`src/rtl/usb_rx_pkg.sv`:
```
// Shared types and constants for the USB full-speed receive path.
package usb_rx_pkg;

  typedef enum logic [3:0] {
    IDLE,
    RCV_SYNC,
    RCV_BYTE,
    STORE,
    EOP_WAIT,
    ERR_WAIT,
    ERR_IDLE
  } state_t;

  localparam logic [7:0] SYNC_BYTE_DEF = 8'h80;

  // PID nibbles as received (LSB-first), for the downstream PID checker
  localparam logic [3:0] PID_OUT   = 4'b0001;
  localparam logic [3:0] PID_IN    = 4'b1001;
  localparam logic [3:0] PID_SOF   = 4'b0101;
  localparam logic [3:0] PID_SETUP = 4'b1101;
  localparam logic [3:0] PID_DATA0 = 4'b0011;
  localparam logic [3:0] PID_DATA1 = 4'b1011;
  localparam logic [3:0] PID_ACK   = 4'b0010;
  localparam logic [3:0] PID_NAK   = 4'b1010;
  localparam logic [3:0] PID_STALL = 4'b1110;

endpackage

```
`src/rtl/usb_rx_ctrl_bit_counter.sv`:
```
// 3-bit accepted-bit counter; byte_rdy is registered so it lines up with a
// complete byte on rcv_data.
module rx_bit_counter (
  input  logic       clk,
  input  logic       n_rst,
  input  logic       i_clear,
  input  logic       i_en,
  output logic [2:0] o_cnt,
  output logic       o_byte_rdy
);

  logic [2:0] r_cnt;
  logic       r_byte_rdy;

  always_ff @(posedge clk or negedge n_rst) begin
    if (!n_rst) begin
      r_cnt      <= 3'd0;
      r_byte_rdy <= 1'b0;
    end else if (i_clear) begin
      r_cnt      <= 3'd0;
      r_byte_rdy <= 1'b0;
    end else begin
      r_byte_rdy <= i_en && (r_cnt == 3'd7);
      if (i_en) r_cnt <= r_cnt + 3'd1;
    end
  end

  assign o_cnt      = r_cnt;
  assign o_byte_rdy = r_byte_rdy;

endmodule

```
`src/rtl/usb_rx_ctrl.sv`:
```
// USB full-speed receive controller: SYNC check, byte framing, FIFO writes,
// EOP alignment and sticky error handling.
module usb_rx_ctrl
  import usb_rx_pkg::*;
#(
  parameter logic [7:0] SYNC_BYTE = SYNC_BYTE_DEF,
  parameter int         MAX_BYTES = 64,
  parameter int         CNT_W     = $clog2(MAX_BYTES + 1)
) (
  input  logic             clk,
  input  logic             n_rst,
  input  logic             d_edge,
  input  logic             eop,
  input  logic             shift_enable,
  input  logic             shift_stop,
  input  logic [7:0]       rcv_data,
  output logic             rcving,
  output logic             w_enable,
  output logic             r_error,
  output logic             pkt_done,
  output logic [CNT_W-1:0] byte_count
);

  state_t           r_state, w_next;
  logic [CNT_W-1:0] r_byte_cnt;
  logic             r_idle_ok;
  logic [2:0]       w_bit_cnt;
  logic             w_byte_rdy, w_accept, w_eop_smp, w_aligned_eop;
  logic             w_clear, w_start, w_store_ok;

  assign w_accept      = shift_enable & ~shift_stop & ~eop;
  assign w_eop_smp     = eop & shift_enable;
  assign w_aligned_eop = w_eop_smp && (w_bit_cnt == 3'd0) && !w_byte_rdy;
  assign w_clear       = (r_state == IDLE) || (r_state == ERR_IDLE);
  assign w_start       = d_edge && ((r_state == IDLE) ||
                                    ((r_state == ERR_IDLE) && r_idle_ok));
  assign w_store_ok    = r_byte_cnt < CNT_W'(MAX_BYTES);

  rx_bit_counter u_bit_cnt (
    .clk       (clk),
    .n_rst     (n_rst),
    .i_clear   (w_clear),
    .i_en      (w_accept),
    .o_cnt     (w_bit_cnt),
    .o_byte_rdy(w_byte_rdy)
  );

  always_ff @(posedge clk or negedge n_rst) begin
    if (!n_rst) r_state <= IDLE;
    else        r_state <= w_next;
  end

  always_comb begin
    w_next   = r_state;
    rcving   = 1'b0;
    w_enable = 1'b0;
    pkt_done = 1'b0;
    r_error  = 1'b0;
    case (r_state)
      IDLE: if (w_start) w_next = RCV_SYNC;
      RCV_SYNC: begin
        rcving = 1'b1;
        if (w_byte_rdy)     w_next = (rcv_data == SYNC_BYTE) ? RCV_BYTE : ERR_WAIT;
        else if (w_eop_smp) w_next = ERR_WAIT;
      end
      RCV_BYTE: begin
        rcving = 1'b1;
        // a completed byte is stored before any EOP is looked at
        if (w_byte_rdy) w_next = STORE;
        else if (w_aligned_eop) begin
          w_next   = EOP_WAIT;
          pkt_done = 1'b1;
        end else if (w_eop_smp) w_next = ERR_WAIT;
      end
      STORE: begin
        rcving = 1'b1;
        if (w_store_ok) begin
          w_enable = 1'b1;
          if (w_aligned_eop) begin
            w_next   = EOP_WAIT;
            pkt_done = 1'b1;
          end else w_next = RCV_BYTE;
        end else w_next = ERR_WAIT;
      end
      EOP_WAIT: begin
        rcving = 1'b1;
        if (d_edge) w_next = IDLE;
      end
      ERR_WAIT: begin
        rcving  = 1'b1;
        r_error = 1'b1;
        if (w_eop_smp) w_next = ERR_IDLE;
      end
      ERR_IDLE: begin
        r_error = 1'b1;
        if (w_start) w_next = RCV_SYNC;
      end
      default: w_next = IDLE;
    endcase
  end

  // Armed only after a quiet non-SE0 cycle, so the SE0->J edge cannot restart
  always_ff @(posedge clk or negedge n_rst) begin
    if (!n_rst)                    r_idle_ok <= 1'b0;
    else if (r_state != ERR_IDLE)  r_idle_ok <= 1'b0;
    else if (!eop && !d_edge)      r_idle_ok <= 1'b1;
  end

  always_ff @(posedge clk or negedge n_rst) begin
    if (!n_rst)                              r_byte_cnt <= '0;
    else if (w_start)                        r_byte_cnt <= '0;
    else if (r_state == STORE && w_store_ok) r_byte_cnt <= r_byte_cnt + CNT_W'(1);
  end

  assign byte_count = r_byte_cnt;

endmodule

```
`config.mk`:
```
export PLATFORM = sky130hd
export DESIGN_NAME = usb_rx_ctrl
export DESIGN_NICKNAME = d
export VERILOG_FILES = /design/src/rtl/usb_rx_pkg.sv /design/src/rtl/usb_rx_ctrl_bit_counter.sv /design/src/rtl/usb_rx_ctrl.sv
export SDC_FILE = /design/constraint.sdc
export NUM_CORES = 1
export LEC_CHECK = 0
export BUFFER_PORTS_ARGS = -buffer_cell sky130_fd_sc_hd__buf_2
export CORE_MARGIN = 3
export CORE_UTILIZATION = 35
export CTS_CLUSTER_DIAMETER = 60
export DETAILED_ROUTE_END_ITERATION = 10
export GPL_ROUTABILITY_DRIVEN = 0
export SLEW_MARGIN = 30
export SYNTH_ARGS = -nofsm -noshare
export SYNTH_HDL_FRONTEND = slang
export SYNTH_SLANG_ARGS = --single-unit
```
`constraint.sdc`:
```
create_clock -name clk -period 1.9 [get_ports clk]
set_input_delay 0.19 -clock clk [delete_from_list [all_inputs] [get_ports clk]]
set_output_delay 0.19 -clock clk [all_outputs]
set_load 0.01 [all_outputs]
```
# After elaboration in Yosys (flattened, before gate mapping)
# Index checks and enable logic that the tools add are counted.
[totals]
reg_bits = 16
in_bits = 14
word_cells = 72
[classes]
add_sub_neg = 2
n_lt_le_gt_ge = 1
n_eq_ne = 12
muxes = 26
n_bitwise = 5
n_reduce_logical = 21
[ops]
columns = ["operator", "count"]
rows = [
  ["$mux W4", 8],
  ["$pmux W4 S6", 1],
  ["$mux W7", 2],
  ["$eq A4 B3 Y1 const B", 3],
  ["$mux W3", 4],
  ["$mux W1", 10],
  ["$eq A4 B2 Y1 const B", 2],
  ["$eq A8 B8 Y1 const B", 1],
  ["$add A7 B1 Y7 const B", 1],
  ["$logic_and A1 B1 Y1", 7],
  ["$lt A7 B7 Y1 const B", 1],
  ["$reduce_bool A2 Y1", 3],
  ["$reduce_or A5 Y1", 1],
  ["$eq A4 B1 Y1 const B", 1],
  ["$logic_not A4 Y1", 1],
  ["$ne A2 B2 Y1 const B", 2],
  ["$ne A4 B3 Y1 const B", 1],
  ["$reduce_or A2 Y1", 2],
  ["$add A3 B1 Y3 const B", 1],
  ["$and A1 B1 Y1", 3],
  ["$eq A3 B3 Y1 const B", 1],
  ["$logic_not A1 Y1", 3],
  ["$logic_not A3 Y1", 1],
  ["$reduce_and A3 Y1", 1],
  ["4 further kinds", 6],
]

# Logic depth before layout (Yosys ltp)
[logic_depth]
word_depth = 6
depth_mapped = 6
depth_no_buf = 6

# Cells and area by module
# Synthesis repeated with hierarchy kept, for this count alone.
[hier_totals]
hier_cells = 115
area_unflattened_um2 = 1019.7
[by_module_without_submodules]
columns = ["module", "instances", "cells_each", "area_per_inst_um2", "seq_area_each_um2"]
rows = [
  ["usb_rx_ctrl", 1, 101, 847.1, 300.3],
  ["rx_bit_counter", 1, 14, 172.7, 100.1],
]

# Worst setup path after synthesis
# No wires, ideal clock.
[synth_timing]
kind = "register -> register"
start = "register r_state[1]"
end = "register r_state[2]"
setup_ns = 0.078
arrival_ns = 1.403
t_required_ns = 1.822
path_slack_ns = 0.419
path_stages_with_launch = 6
path_buffers = 1
synth_period_minus_slack_ns = 1.481
cell_sequence = "dfrtp_1 -> buf_6 -> or4b_4 -> a211oi_2 -> a211oi_1 -> o2bb2ai_1"
[synth_between]
elab_chain_cells = 6
word_cells_on_any_way = 16
classes_between = "eq/ne (9); mux (1); reduce/logical (6)"
[synth_lines]
columns = ["element", "line", "source"]
rows = [
  ["from (decl)", "usb_rx_ctrl.sv:24", "state_t r_state, w_next;"],
  ["from (signal assigned)", "usb_rx_ctrl.sv:50", "else r_state <= w_next;"],
  ["$eq A4 B3 Y1", "usb_rx_ctrl.sv:36, usb_rx_ctrl.sv:59", ""],
  ["$logic_and A1 B1 Y1", "usb_rx_ctrl.sv:36", "((r_state == ERR_IDLE) && r_idle_ok));"],
  ["$logic_or A1 B1 Y1", "usb_rx_ctrl.sv:35", "assign w_start = d_edge && ((r_state == IDLE) ||"],
  ["$logic_and A1 B1 Y1", "usb_rx_ctrl.sv:35", ""],
  ["$ne A2 B1 Y1 (no source line)", "-", ""],
  ["$reduce_and A3 Y1 (no source line)", "-", ""],
]
# Several ways; a longest one is shown, not always the timed one.
# A chain may end at the register's enable or synchronous reset.

# Worst setup path in the final report
[layout_timing]
start = "register r_state[2]"
end = "output pkt_done"
[layout_between]
elab_chain_cells = 2
word_cells_on_any_way = 3
classes_between = "eq/ne (2); mux (1)"
[layout_lines]
columns = ["element", "line", "source"]
rows = [
  ["$eq A4 B2 Y1", "usb_rx_ctrl.sv:59", "case (r_state)"],
  ["$pmux W1 S2 (*)", "usb_rx_ctrl.sv:59", ""],
  ["to (decl)", "usb_rx_ctrl.sv:20", "output logic pkt_done,"],
]
# Every way passes the cells marked *; elsewhere a longest branch is shown, timed or not.

==> impl_metrics.toml <==
[run_status]
status = "complete, no violations"

[critical_path]
reg2reg_from = "r_state[1]$_DFFE_PN0P_"
cp-start-kind = "register"
slowest_delay_ps = 450
crit_family = "buffers and inverters"
regToRegSetupSlack_ps = 150
path_class = "register to output pin"
timing.critical_path.mode_cell = "buf_4"
slowest_stage = "dfrtp_2"
reg2regPathDepth = 5
critPathArrivalTime_ps = 1610
worstPathRequired_ps = 1710
endpoint_kind = "output pin"
r2r_end = "r_state[2]$_DFFE_PN0P_"
crit_fanout = 13
crit_path_cell_trace = "buf_4 -> buf_4 -> nor3_1 -> o21a_1 -> buf_2"
worstPathBufferInverterCount = 3

[logic_synthesis]
syn-instance-count = 128
synth_commonest_cells = "18 x nor2_1, 16 x dfrtp_1, 9 x nand2_1"
synth_most_common_cell = "nor2_1"
async_flop_share = 1.000
syn_area_per_cell_um2 = 8.710
synth_top_area_cell = "dfrtp_1"
syn-num-nets = 146
ys_ff_latch = 16
yosysTopAreaCellShare = 0.3591
synthFlopType = "dfrtp_1"
yosys_warnings = 0
syn_area_um2 = 1115
netlist_top_cells_area = "dfrtp_1 36%, nor2_1 6.1%, xnor2_1 4.7%"
netlist-cell-type-count = 46
ys_seq_area_frac = 0.3591
synth_edf_count = 0

[min_path]
min_path_type = "primary input to register"
holdPathEnd = "u_bit_cnt.o_byte_rdy$_DFF_PN0_"
hp-start = "shift_stop"
min_path_cells = 5

[floorplanning]
coreArea_um2 = 2900
ios = 25
start_util = 0.3844
die_h_um = 62.44
dieArea_um2 = 3898
die_x_um = 62.44
rows = 19

[clock_tree]
clk_pin_slew_ps = 100
cts_tree = "done"
cts.sinks = 16
clockBufferDepth = 2
cts-buffers-inserted = 3
htreeDepth = 1
cts_root_buf = "clkbuf_4"
insertion_delay_ps = 290

[global_route]
grt_max_degree = 17
grt_pass1_vias = 1014
antenna_found_initial = 0
grt_usage = 0.1480
gr-total-overflow = 0
grt_pass1_wl_um = 4747

[layout]
finalNetCount = 179
drive_gt1_frac = 0.3188
area_delta_synth_final_pct = 24.35
num_antenna_cells = 0
fin_util = 0.4780
stdcell_area_um2 = 1386

[route]
first_pass_iters = 4
ant_nets = 0
drt-vias-per-instance = 5.248
drc = 0
vias = 1060
drt_iter0_drc = 24
wire_per_inst_um = 13.67
wl_um = 2761

[timing]
fin_crit_ps = 1798
skew_ps = 3.585
max_freq_mhz = 556.3
slew_violations = 0
relSlewSlack = 0.6589
fin_tns_setup_ps = 0
tightest_slew_ps = 504.6
fin_crit_sh = 0.9461
grt_setup_unrepaired = "no"
setup-violations-final = 0
hold_violations = 0

[placed_design]
hpwl_um = 2068
dpl_cell_area_um2 = 1285
portBuffers = 24

[power_and_ir_drop]
pwr_density_cell_nw_per_um2 = 490.3
totalPowerFinal_w = 0.0006797
power.leakage_nw = 0.6698
ir_drop_v = 0.0004023

[job]
cap_violations = 0
[cells by family (layout without fill, tap and decap cells)]
logic type                 Yosys count  in the layout  share of synthesized area
AOI/OAI and AO/OA                   26             26                     0.1717
muxes                                1              1                   0.008979
adders and majority gates            4              4                    0.04490
xor gates and xnor gates             7              7                    0.05500
DFF                                 16             16                     0.3591
buffers and inverters               14             46                    0.05948
and+or+nand+nor                     59             59                     0.2974
other                                1              1                   0.003364
[layer usage]
layer	up-vias	wire length, um	global-route usage
met5	-	0	0
met4	0	68	0.05510
met3	9	142	0.04317
met2	32	1326	0.2264
met1	497	1223	0.1973
li1	522	-	-
[worst max-delay path by stage]
| stage | startpoint | endpoint | slack, ps | depth (start not counted) |
|---|---|---|---|---|
| 6_report | r_state[2]$_DFFE_PN0P_ | pkt_done | 100 | 5 |
| 5_1_grt | r_state[2]$_DFFE_PN0P_ | pkt_done | 20 | 5 |
| 4_1_cts | r_state[2]$_DFFE_PN0P_ | pkt_done | 50 | 5 |
| 3_5_place_dp | r_state[1]$_DFFE_PN0P_ | pkt_done | 240 | 6 |
| 3_3_place_gp | r_state[1]$_DFFE_PN0P_ | pkt_done | 260 | 6 |
| 2_1_floorplan | r_state[1]$_DFFE_PN0P_ | r_state[2]$_DFFE_PN0P_ | 420 | 5 |
[area by class of cell]
| cell class | count | area (um^2) |
|---|---|---|
| timing repair buffer | 35 | 205.2 |
| inverter | 7 | 26.28 |
| clock buffer | 4 | 36.28 |
| sequential | 16 | 405.4 |
| multi-input combinational | 98 | 660.6 |
| tap | 42 | 52.55 |
| fill | 309 | 1514 |
[flip-flops by register name, summed over array words and instances, names as in the netlist]
name and count:
byte_count 7, r_state 4, u_bit_cnt.o_cnt 3, r_idle_ok 1, u_bit_cnt.o_byte_rdy 1
[layout by cell type (no fill, tap or decap), types with 2 or more instances in the layout]
master	synthesis	final
a211oi_1	3	3
a21oi_1	4	4
a31oi_1	2	2
buf_2	5	24
buf_4	0	10
clkbuf_4	0	3
dfrtp_1	16	12
dfrtp_2	0	4
ha_1	4	4
inv_1	7	6
nand2_1	9	9
nand3_1	4	4
nand4b_1	2	2
nor2_1	18	18
nor2b_1	3	3
nor3_1	7	6
nor3b_1	3	3
nor4_1	2	2
o21ai_0	3	3
xnor2_1	6	6
[per-stage QoR]
step	std cells	setup slack, ps	hold slack, ps
after floorplan	128	419.4	-105.6
after global placement	192	256.0	135.0
after detailed placement	192	242.4	132.5
after CTS	197	47.84	277.4
after global routing	202	22.56	292.1
final	202	102.5	284.0
[repair_timing]
item | 4_1_cts | 5_1_grt
gates resized for setup | 5 | 2
buffers inserted | 0 | 5
endpoints found under the setup margin | 1 | 1
pin swaps | 0 | 0
endpoints found under the hold margin | 16 | 0
hold buffers | 1 | 0
[worst reg2reg max path, delay by kind of cell, from the launching register on]
kind	cells	cell delay, ps
AO/OA/AOI/OAI	3	540
AND/OR/NAND/NOR	1	520
flip-flops	1	460
buffers and inverters	1	150
[report_power, final]
| part | switching (W) | total, W | internal, W |
|---|---|---|---|
| registers | 0.0000101 | 0.000357 | 0.000347 |
| clock network | 0.000111 | 0.000227 | 0.000117 |
| logic | 0.0000537 | 0.0000953 | 0.0000415 |
| total | 0.000175 | 0.000680 | 0.000505 |
Power figures use the tool's default switching activity.
